`src/rtl/disp_mode_ctrl_pkg.sv`:
```
// disp_mode_ctrl_pkg
// Shared encodings for the front-panel display scheduler: mode/state codes,
// edit targets, special glyph nibbles and the per-field digit masks.
package disp_mode_ctrl_pkg;

  typedef logic [1:0] mode_t;
  typedef logic [1:0] tgt_t;
  typedef logic [1:0] fld_t;

  localparam mode_t MODE_TIME  = 2'd0;
  localparam mode_t MODE_DATE  = 2'd1;
  localparam mode_t MODE_ALARM = 2'd2;
  localparam mode_t MODE_EDIT  = 2'd3;

  localparam tgt_t TGT_TIME  = 2'd0;
  localparam tgt_t TGT_DATE  = 2'd1;
  localparam tgt_t TGT_ALARM = 2'd2;

  localparam fld_t FLD_LAST = 2'd2;

  localparam logic [3:0]  DASH        = 4'hF;
  localparam logic [3:0]  ALARM_GLYPH = 4'hA;
  localparam logic [31:0] DASH_WORD   = {8{DASH}};

  // Digit ranges of each editable field.
  localparam logic [31:0] MASK_HM_F0   = 32'hFF00_0000; // [31:24]
  localparam logic [31:0] MASK_HM_F1   = 32'h000F_F000; // [19:12]
  localparam logic [31:0] MASK_TIME_F2 = 32'h0000_00FF; // [7:0]
  localparam logic [31:0] MASK_ALRM_F2 = 32'h0000_000F; // [3:0]
  localparam logic [31:0] MASK_DATE_F0 = 32'h00FF_0000; // [23:16]
  localparam logic [31:0] MASK_DATE_F1 = 32'h0000_FF00; // [15:8]
  localparam logic [31:0] MASK_DATE_F2 = 32'h0000_00FF; // [7:0]

  function automatic logic [31:0] field_mask(input tgt_t tgt, input fld_t fld);
    logic [31:0] m;
    m = 32'h0;
    case (tgt)
      TGT_DATE: begin
        case (fld)
          2'd0:    m = MASK_DATE_F0;
          2'd1:    m = MASK_DATE_F1;
          2'd2:    m = MASK_DATE_F2;
          default: m = 32'h0;
        endcase
      end
      TGT_TIME, TGT_ALARM: begin
        case (fld)
          2'd0:    m = MASK_HM_F0;
          2'd1:    m = MASK_HM_F1;
          2'd2:    m = (tgt == TGT_TIME) ? MASK_TIME_F2 : MASK_ALRM_F2;
          default: m = 32'h0;
        endcase
      end
      default: m = 32'h0;
    endcase
    return m;
  endfunction

  // Show mode that corresponds to an edit target.
  function automatic mode_t show_of(input tgt_t tgt);
    mode_t m;
    case (tgt)
      TGT_DATE:  m = MODE_DATE;
      TGT_ALARM: m = MODE_ALARM;
      default:   m = MODE_TIME;
    endcase
    return m;
  endfunction

endpackage

```
`src/rtl/disp_mode_ctrl_blink_tick.sv`:
```
// disp_blink_tick
// Prescaler, half-period tick, blink phase and idle timeout counter.
// Ports:
//   clk, rst       clock, async active-low reset
//   clr            restart prescaler, force blink=0, clear timeout
//   tick           one-cycle pulse when the prescaler wraps
//   blink          blink phase, toggles on every tick
//   timeout_hit    timeout counter has reached TIMEOUT_TICKS (sticky until clr)
module disp_blink_tick #(
  parameter int TICK_DIV      = 25_000_000,
  parameter int TIMEOUT_TICKS = 20
) (
  input  logic clk,
  input  logic rst,
  input  logic clr,
  output logic tick,
  output logic blink,
  output logic timeout_hit
);

  localparam int PW = (TICK_DIV > 2) ? $clog2(TICK_DIV) : 1;
  localparam int TW = $clog2(TIMEOUT_TICKS + 1);
  localparam logic [PW-1:0] PRESC_MAX = PW'(TICK_DIV - 1);
  localparam logic [TW-1:0] TOUT_MAX  = TW'(TIMEOUT_TICKS);

  logic [PW-1:0] presc_q, presc_d;
  logic          blink_q, blink_d;
  logic [TW-1:0] tout_q, tout_d;

  always_comb begin
    tick    = (presc_q == PRESC_MAX);
    presc_d = tick ? '0 : presc_q + 1'b1;
    blink_d = tick ? ~blink_q : blink_q;
    tout_d  = (tick && (tout_q != TOUT_MAX)) ? tout_q + 1'b1 : tout_q;
    if (clr) begin
      presc_d = '0;
      blink_d = 1'b0;
      tout_d  = '0;
    end
  end

  always_ff @(posedge clk or negedge rst) begin
    if (!rst) begin
      presc_q <= '0;
      blink_q <= 1'b0;
      tout_q  <= '0;
    end else begin
      presc_q <= presc_d;
      blink_q <= blink_d;
      tout_q  <= tout_d;
    end
  end

  assign blink       = blink_q;
  assign timeout_hit = (tout_q == TOUT_MAX);

endmodule

```
`src/rtl/disp_mode_ctrl.sv`:
```
// disp_mode_ctrl
// Front-panel display scheduler: picks time/date/alarm layout for the 8-digit
// scan driver, sequences field editing from key pulses, blinks the edited
// field and issues increment requests.
// Ports:
//   clk, rst                     clock, async active-low reset
//   key_mode/key_field/key_inc   debounced one-cycle key pulses
//   time_bcd, date_bcd           {hh,mm,ss} / {yy,mm,dd} BCD
//   alarm_bcd, alarm_on          {hh,mm} BCD and alarm enable
//   disp_data                    registered nibble word, digit 7 = [31:28]
//   mode                         0 time, 1 date, 2 alarm, 3 edit
//   edit_tgt, edit_fld           field being edited (held after exit)
//   edit_inc                     one-cycle increment request
//
// state      | meaning
// MODE_TIME  | showing time, home state, no timeout
// MODE_DATE  | showing date, returns to time on timeout
// MODE_ALARM | showing alarm, returns to time on timeout
// MODE_EDIT  | editing (edit_tgt, edit_fld), field blinks
module disp_mode_ctrl
  import disp_mode_ctrl_pkg::*;
#(
  parameter int TICK_DIV      = 25_000_000,
  parameter int TIMEOUT_TICKS = 20
) (
  input  logic        clk,
  input  logic        rst,
  input  logic        key_mode,
  input  logic        key_field,
  input  logic        key_inc,
  input  logic [23:0] time_bcd,
  input  logic [23:0] date_bcd,
  input  logic [15:0] alarm_bcd,
  input  logic        alarm_on,
  output logic [31:0] disp_data,
  output logic [1:0]  mode,
  output logic [1:0]  edit_tgt,
  output logic [1:0]  edit_fld,
  output logic        edit_inc
);

  mode_t       state_q, state_d;
  tgt_t        edit_tgt_q, edit_tgt_d;
  fld_t        edit_fld_q, edit_fld_d;
  logic        edit_inc_q, edit_inc_d;
  logic [31:0] disp_data_q, disp_data_d;

  logic any_key;
  logic tick_unused;
  logic blink;
  logic timeout_hit;

  assign any_key = key_mode | key_field | key_inc;

  disp_blink_tick #(
    .TICK_DIV      (TICK_DIV),
    .TIMEOUT_TICKS (TIMEOUT_TICKS)
  ) u_blink_tick (
    .clk         (clk),
    .rst         (rst),
    .clr         (any_key),
    .tick        (tick_unused),
    .blink       (blink),
    .timeout_hit (timeout_hit)
  );

  // A key in the same cycle as the timeout wins: it restarts the timer.
  always_comb begin
    state_d    = state_q;
    edit_tgt_d = edit_tgt_q;
    edit_fld_d = edit_fld_q;
    edit_inc_d = 1'b0;
    case (state_q)
      MODE_TIME: begin
        if (key_mode) begin
          state_d = MODE_DATE;
        end else if (key_field) begin
          state_d    = MODE_EDIT;
          edit_tgt_d = TGT_TIME;
          edit_fld_d = 2'd0;
        end
      end
      MODE_DATE: begin
        if (key_mode) begin
          state_d = MODE_ALARM;
        end else if (key_field) begin
          state_d    = MODE_EDIT;
          edit_tgt_d = TGT_DATE;
          edit_fld_d = 2'd0;
        end else if (timeout_hit && !any_key) begin
          state_d = MODE_TIME;
        end
      end
      MODE_ALARM: begin
        if (key_mode) begin
          state_d = MODE_TIME;
        end else if (key_field) begin
          state_d    = MODE_EDIT;
          edit_tgt_d = TGT_ALARM;
          edit_fld_d = 2'd0;
        end else if (timeout_hit && !any_key) begin
          state_d = MODE_TIME;
        end
      end
      default: begin
        if (key_mode) begin
          state_d = show_of(edit_tgt_q);
        end else if (key_field) begin
          if (edit_fld_q == FLD_LAST) begin
            state_d = show_of(edit_tgt_q);
          end else begin
            edit_fld_d = edit_fld_q + 2'd1;
          end
        end else if (key_inc) begin
          edit_inc_d = 1'b1;
        end else if (timeout_hit) begin
          state_d = MODE_TIME;
        end
      end
    endcase
  end

  logic [31:0] layout;
  logic [31:0] mask;
  tgt_t        lay_tgt;

  always_comb begin
    case (state_q)
      MODE_DATE:  lay_tgt = TGT_DATE;
      MODE_ALARM: lay_tgt = TGT_ALARM;
      MODE_EDIT:  lay_tgt = edit_tgt_q;
      default:    lay_tgt = TGT_TIME;
    endcase

    case (lay_tgt)
      TGT_DATE:  layout = {4'h2, 4'h0, date_bcd};
      TGT_ALARM: layout = {alarm_bcd[15:8], DASH, alarm_bcd[7:0], DASH,
                           ALARM_GLYPH, 3'b000, alarm_on};
      default:   layout = {time_bcd[23:16], DASH, time_bcd[15:8], DASH,
                           time_bcd[7:0]};
    endcase

    mask = ((state_q == MODE_EDIT) && blink) ? field_mask(edit_tgt_q, edit_fld_q) : 32'h0;
    // Blanked digits show DASH; since DASH is all ones, OR-ing the mask is enough.
    disp_data_d = (layout & ~mask) | (DASH_WORD & mask);
  end

  always_ff @(posedge clk or negedge rst) begin
    if (!rst) begin
      state_q     <= MODE_TIME;
      edit_tgt_q  <= TGT_TIME;
      edit_fld_q  <= 2'd0;
      edit_inc_q  <= 1'b0;
      disp_data_q <= DASH_WORD;
    end else begin
      state_q     <= state_d;
      edit_tgt_q  <= edit_tgt_d;
      edit_fld_q  <= edit_fld_d;
      edit_inc_q  <= edit_inc_d;
      disp_data_q <= disp_data_d;
    end
  end

  assign disp_data = disp_data_q;
  assign mode      = state_q;
  assign edit_tgt  = edit_tgt_q;
  assign edit_fld  = edit_fld_q;
  assign edit_inc  = edit_inc_q;

endmodule
```
`config.mk`:
```
export PLATFORM = sky130hd
export DESIGN_NAME = disp_mode_ctrl
export DESIGN_NICKNAME = d
export VERILOG_FILES = /design/src/rtl/disp_mode_ctrl_pkg.sv /design/src/rtl/disp_mode_ctrl_blink_tick.sv /design/src/rtl/disp_mode_ctrl.sv
export SDC_FILE = /design/constraint.sdc
export NUM_CORES = 1
export LEC_CHECK = 0
export BUFFER_PORTS_ARGS = -buffer_cell sky130_fd_sc_hd__buf_2
export CAP_MARGIN = 0
export CELL_PAD_IN_SITES_DETAIL_PLACEMENT = 0
export CELL_PAD_IN_SITES_GLOBAL_PLACEMENT = 1
export CORE_MARGIN = 3
export CORE_UTILIZATION = 35
export DETAILED_ROUTE_END_ITERATION = 8
export GPL_ROUTABILITY_DRIVEN = 0
export HOLD_SLACK_MARGIN = 0.03
export PLACE_DENSITY_LB_ADDON = 0.1
export SYNTH_ARGS = -nofsm -noshare
export SYNTH_HDL_FRONTEND = slang
export SYNTH_SLANG_ARGS = --single-unit
```
`constraint.sdc`:
```
create_clock -name clk -period 2 [get_ports clk]
set_input_delay 0.4 -clock clk [delete_from_list [all_inputs] [get_ports clk]]
set_output_delay 0.4 -clock clk [all_outputs]
set_load 0.01 [all_outputs]
```
== After elaboration in Yosys (flattened, before gate mapping) ==
Cells that the tools add are included.

* Eq/ne operators: 22
* $add $sub $neg: 3
* Bitwise gates (word level): 7
* Multiplexer cells: 41
* Reductions and logical operators: 16

{| class="wikitable"
|+ Operator list
! cell !! number
|-
| one-hot mux 32 bit (2 select lines) || 2
|-
| one-hot mux 32 bit (3 select lines) || 1
|-
| one-hot mux 24 bit (3 select lines) || 1
|-
| 2-to-1 mux 25 bit || 2
|-
| 2-to-1 mux 2 bit || 21
|-
| bitwise AND 32 bit || 1
|-
| 2-to-1 mux 32 bit || 1
|-
| inverter 32 bit || 1
|-
| OR 32 bit || 1
|-
| adder 25 x 1 -> 25 bit, second input constant || 1
|-
| == test 25 bit, second input constant || 1
|-
| one-hot mux 2 bit (3 select lines) || 3
|-
| inequality test 2 bit, second input constant || 7
|-
| == test 2 bit, second input constant || 5
|-
| 2-to-1 mux 5 bit || 2
|-
| == test 2 x 1 -> 1 bit, second input constant || 4
|-
| 2-to-1 mux 8 bit || 1
|-
| AND reduction 7 bit || 1
|-
| logical NOT 2 bit || 3
|-
| 2-to-1 mux 1 bit || 6
|-
| inequality test 6 x 2 -> 1 bit, second input constant || 1
|-
| adder 5 x 1 -> 5 bit, second input constant || 1
|-
| == test 5 bit, second input constant || 1
|-
| inequality test 5 x 3 -> 1 bit, second input constant || 1
|-
| other kinds (15) || 20
|}

* Input port bits: 70
* Output and inout port bits: 39
* Logic and storage cells: 97
* Register bits after elaboration: 70

== Depth between registers and ports, before layout ==
* Word-level depth: 8
* Mapped depth: 8
* Mapped depth without buffers: 7

== Hierarchy ==
Synthesis repeated with hierarchy kept, for this count alone.

* Cell total of the unflattened synthesis: 351
* Area, all modules: 3,663.5 um^2

{| class="wikitable"
|+ Modules (own cells, without submodules)
! module !! times used !! area an instance (um^2) !! cells each !! sequential area each (um^2)
|-
| disp_mode_ctrl || 1 || 1,969.4 || 173 || 1,016.0
|-
| disp_blink_tick || 1 || 1,694.1 || 178 || 775.7
|}

== Least setup slack after synthesis ==
OpenSTA, ideal clock, no wires.

* Kind: register -> register
* Start point: register state_q[0] (netlist: mode[0])
* End point: register disp_data_q[29] (netlist: disp_data[29])
* Stages on the path, launching flop included: 9
* Required time: 1,911 ps
* Library setup time: 89 ps
* Arrival: 1,847 ps
* Period minus slack after synthesis: 1,936 ps
* Path buffers: 3
* Setup slack: 64 ps
* Cells stage by stage: dfrtp_1 > clkbuf_1 > inv_1 > o21ai_0 > ha_1 > clkbuf_1 > clkbuf_1 > a211oi_1 > o22ai_1

* Word-level cells in the longest chain between the ends: 6
* Elaborated cells on any way between the ends: 12
* Those cells by class: eq/ne (5); mux (3); bitwise (3); reduce/logical (1)

{| class="wikitable"
|+ RTL lines
! element !! RTL line !! text
|-
| start, declared || disp_mode_ctrl.sv:42 || <nowiki>mode_t state_q, state_d;</nowiki>
|-
| start signal, assigned || disp_mode_ctrl.sv:156 || <nowiki>state_q <= state_d;</nowiki>
|-
| == test 2 bit (tied with other cells) || disp_mode_ctrl.sv:128, disp_mode_ctrl.sv:143 ||
|-
| one-hot mux 2 bit (3 select lines) or logical AND 1 bit (tied branches) || disp_mode_ctrl.sv:128, disp_mode_ctrl.sv:143 ||
|-
| == test 2 bit (tied with other cells) || disp_mode_ctrl.sv:135 || <nowiki>case (lay_tgt)</nowiki>
|-
| one-hot mux 32 bit (2 select lines) or inverter 32 bit (tied branches) || disp_mode_ctrl.sv:135, disp_mode_ctrl.sv:145 ||
|-
| bitwise AND 32 bit || disp_mode_ctrl.sv:145 || <nowiki>disp_data_d = (layout & ~mask) | (DASH_WORD & mask);</nowiki>
|-
| OR 32 bit * || disp_mode_ctrl.sv:145 ||
|-
| named net disp_data_d[29] || disp_mode_ctrl.sv:46 || <nowiki>logic [31:0] disp_data_q, disp_data_d;</nowiki>
|-
| end signal, assigned || disp_mode_ctrl.sv:160 || <nowiki>disp_data_q <= disp_data_d;</nowiki>
|-
| end, declared || disp_mode_ctrl.sv:46 ||
|}

The timed path passes the listed nets; every way through them passes the cells marked *.
A chain may end at the register's enable or synchronous reset.

== Worst setup path after layout ==
* Start point: register u_blink_tick.presc_q[2]
* End point: register u_blink_tick.tout_q[3]

* Word-level cells in the longest chain between the ends: 3

{| class="wikitable"
|+ RTL lines
! element !! RTL line !! text
|-
| start, declared || disp_mode_ctrl_blink_tick.sv:26 || <nowiki>logic [PW-1:0] presc_q, presc_d;</nowiki>
|-
| start signal, assigned || disp_mode_ctrl_blink_tick.sv:48 || <nowiki>presc_q <= presc_d;</nowiki>
|-
| == test 25 bit || disp_mode_ctrl_blink_tick.sv:31 || <nowiki>tick = (presc_q == PRESC_MAX);</nowiki>
|-
| logical AND 1 bit || disp_mode_ctrl_blink_tick.sv:34 || <nowiki>tout_d = (tick && (tout_q != TOUT_MAX)) ? tout_q + 1'b1 : tout_q;</nowiki>
|-
| nonzero test 2 bit (no line) || - ||
|-
| end signal, assigned || disp_mode_ctrl_blink_tick.sv:50 || <nowiki>tout_q <= tout_d;</nowiki>
|-
| end, declared || disp_mode_ctrl_blink_tick.sv:28 || <nowiki>logic [TW-1:0] tout_q, tout_d;</nowiki>
|}

No other way between the ends.

==> summary.txt <==
Yosys
  – Main area contributors after synthesis: dfrtp_1 (27%), dfstp_2 (24%), ha_1 (3.2%)
  – Yosys warns: 0
  – Post-synth top flop: dfrtp_1
  – Top cell type by total area after synthesis: dfrtp_1
  – Synth Area in Compound Gates: 0.192
  – Xor-xnor portion of the synthesized cell area: 0.0271
  – Number of enable flip-flop cells after synthesis: 0
  – Syn_nets: 433
  – Post-synth top cells: dfrtp_1 (38), dfstp_2 (32), nand2_1 (30)
  – Most common cell in the netlist: dfrtp_1
  – Adder-cell share of the synthesized area: 0.0344
  – Mux contribution to synthesized area: 0.00879
  – Count of different cell masters after synthesis: 48
  – Synth top area share: 0.267
  – Simple-gate portion of the synthesized area: 0.195
  – Synthesized instance count: 354
  – Synthesized flop and latch total: 70
  – Ys async rst share: 1.00
  – Synth Area per Inst: 10.1 um^2
  – Main combinational cell family by area after synthesis: simple AND/OR/NAND/NOR gates
  – Post-Syn Area: 3560 um^2
  – Register area share after synthesis: 0.503

Place
  – Detailed Place HPWL: 6660 um
  – IO buf count: 108

Timing
  – Final period util: 0.927
  – Final setup fails: 0
  – Final hold violations: 0
  – Setup tns final: 0 ns
  – Tmin final: 1.85 ns
  – Slew HR: 0.522
  – Unrepaired setup endpoints after global routing: false
  – Clock skew: 0.0115 ns
  – Max Slew Vio Count: 0
  – Worst Hold Margin: 0.0532 ns
  – Least-Margin Pin Slew: 0.711 ns
  – Fmax: 0.539 GHz

Worst setup path
  – CP bufs+invs: 2
  – CP peak stage delay: 0.48 ns
  – R2R Setup Slk: 0.15 ns
  – CP delay by family, top: simple AND/OR/NAND/NOR gates
  – CP startpoint kind: flip-flop
  – Critical Path AT: 2.08 ns
  – Crit path cell chain: nand4_4 -> buf_4 -> nor4_1 -> buf_4 -> nand2_1 -> o41ai_1
  – Worst path slowest cell: dfrtp_1
  – Crit path top cell by count: buf_4
  – Worst r2r src: u_blink_tick.presc_q[2]
  – R2R depth: 6
  – Critical Path End Type: flip-flop
  – WS Path Type: reg -> reg
  – Critical path required time: 2.22 ns
  – Crit-path max FO: 7
  – Reg-to-Reg End: u_blink_tick.tout_q[3]

GRT
  – Initial antenna violation count: 0
  – Global-route wire length before repair: 14,600 um
  – Vias in the first global route: 2,933
  – GRT Total Usage: 0.160
  – Pin count of the biggest net entering global routing: 71
  – Global route overflow: 0

Route
  – DRT Pass-1 Iters: 4
  – Routed Antenna Nets: 0
  – Via density per instance: 5.09
  – DR iter-0 viols: 139
  – Met3 wire length: 363 um
  – Total vias in the final route: 3,147
  – Top sig layer: met4
  – Post-DR wirelength/cell: 14.5 um
  – Residual DRC: 0
  – WL met2: 4120 um
  – Routed wire length: 8980 um
  – Metal-1 WL: 4350 um

Floorplan
  – Total Die Area: 11,400 um^2
  – Placeable Area: 9820 um^2
  – IO Count: 109
  – Initial Utilization: 0.363
  – Std-Cell Rows: 36
  – Chip Width: 107 um
  – Die Y: 107 um

CTS
  – Clock tree root driver cell: clkbuf_8
  – Reg clk slew, reported paths: 0.08 ns
  – Clock Latency Late Sink: 0.34 ns
  – Hold Buf Count CTS: 0
  – H-tree depth: 3
  – Sinks on the clock net: 70
  – CTS max path bufs: 2
  – TritonCTS Buffers: 9
  – CTS tree: yes

Power and ir drop
  – Worst VDD drop: 0.555 mV
  – Sw power: 2.15 mW
  – Pint: 3.77 mW
  – Power Dens Cells: 1290 nW/um^2
  – Part of the power in the clock network: 0.192
  – Flop pwr share: 0.357
  – Sw frac: 0.363
  – Comb pwr share: 0.451
  – Leak: 2.06 nW
  – Total power: 5.93 mW

Layout
  – Area Growth Syn to Fin: 29.3%
  – Fillers: 1,012
  – Final nets: 559
  – Register area: 1790 um^2
  – # diodes: 0
  – Multi-input gate area: 1630 um^2
  – Share of cells above drive strength 1: 0.384

Job
  – Max Cap Viol: 0

Hold path
  – HP Class: in -> async

Status
  – Outcome: complete, no violations
==> worst reg2reg max path, cell delays in order, from the launching register on <==
cell     delay, ns
dfrtp_1       0.48
nand4_4       0.13
buf_4         0.17
nor4_1        0.36
buf_4         0.19
nand2_1       0.06
o41ai_1       0.35
==> placed cells by master, fill, tap and decap left out, types with 4 or more instances in the layout <==
cell / Yosys / layout
o31ai_1: 12 / 12
and4_1: 4 / 4
dfstp_2: 32 / 32
clkbuf_8: 0 / 9
nand3_1: 15 / 15
xnor2_1: 9 / 9
nor4_1: 5 / 5
nor3_1: 5 / 5
buf_4: 2 / 23
nand2_1: 30 / 30
nor2_1: 26 / 26
dfrtp_1: 38 / 38
or4_1: 11 / 10
and3_1: 7 / 7
ha_1: 9 / 9
nand2b_1: 4 / 4
o211ai_1: 8 / 8
nor2b_1: 6 / 6
a22oi_1: 9 / 9
o21ai_0: 11 / 11
inv_1: 17 / 17
a21o_1: 10 / 10
a21oi_1: 17 / 17
a221o_1: 11 / 11
nand4_1: 5 / 5
or3_1: 5 / 5
buf_2: 1 / 108
==> layer usage <==
layer	GRT usage	vias to the layer above
li1	-	1567
met1	0.230	1499
met2	0.237	68
met3	0.0289	13
met4	0.0676	0
met5	0	-
==> per-stage QoR <==
| step | instance area [um^2] | setup slack [ns] | util | std cells |
|---|---|---|---|---|
| 6_report | 4600 | 0.146 | 0.469 | 618 |
| 5_1_grt | 4600 | 0.0259 | 0.469 | 618 |
| 4_1_cts | 4590 | 0.0670 | 0.468 | 617 |
| 3_5_place_dp | 4400 | 0.0990 | 0.448 | 601 |
| 3_3_place_gp | 4400 | 0.120 | 0.448 | 601 |
| 2_1_floorplan | 3560 | 0.0641 | - | 354 |
==> flip-flops by register name, indices dropped and copies added (netlist names) <==
register              cells
edit_tgt                  2
mode                      2
u_blink_tick.tout_q       5
edit_fld                  2
disp_data                32
edit_inc                  1
u_blink_tick.presc_q     25
u_blink_tick.blink        1
==> power groups by stage <==
stage | Clock (mW) | Combinational [mW] | Sequential, mW
after floorplan | 0 | 1.47 | 2.37
after global placement | 0 | 2.67 | 2.14
after detailed placement | 0 | 2.70 | 2.15
after CTS | 1.19 | 2.71 | 2.12
after global routing | 1.25 | 2.98 | 2.16
final | 1.14 | 2.67 | 2.12
==> cells by family (layout without fill, tap and decap cells) <==
kind of cell             Yosys count  in the layout
AO/OA/AOI/OAI                     95             95
XOR/XNOR                          11             11
adder cells (fa/ha/maj)           10             10
buffers and inverters             35            166
flip-flops                        70             70
multiplexers                       3              3
AND/OR/NAND/NOR                  130            130
==> area by class of cell <==
class / instances / share of cell area
Clock buffer: 9 / 0.0269
Tap cell: 133 / 0.0362
Inverter: 17 / 0.0139
Timing Repair Buffer: 133 / 0.164
Clock inverter: 7 / 0.0155
Sequential cell: 70 / 0.389
Multi-Input combinational cell: 249 / 0.355
==> repair_timing <==
item | in CTS | in global routing
setup endpoints to repair | 0 | 24
setup buffers | 0 | 1
resized for setup | 0 | 2
endpoints found under the hold margin | 0 | 0
==> worst max-delay path by stage <==
| stage | start | to | slack, ns | cells after the start |
|---|---|---|---|---|
| 3_5_place_dp | u_blink_tick.presc_q[1] | u_blink_tick.tout_q[4] | 0.1 | 5 |
| 5_1_grt | u_blink_tick.presc_q[1] | u_blink_tick.tout_q[4] | 0.03 | 5 |
| 4_1_cts | u_blink_tick.presc_q[1] | u_blink_tick.tout_q[4] | 0.07 | 5 |
| 6_report | u_blink_tick.presc_q[2] | u_blink_tick.tout_q[3] | 0.15 | 6 |
| 3_3_place_gp | u_blink_tick.presc_q[1] | u_blink_tick.tout_q[3] | 0.12 | 5 |
| 2_1_floorplan | mode[0] | disp_data[29] | 0.06 | 8 |
Power figures use the tool's default switching activity.
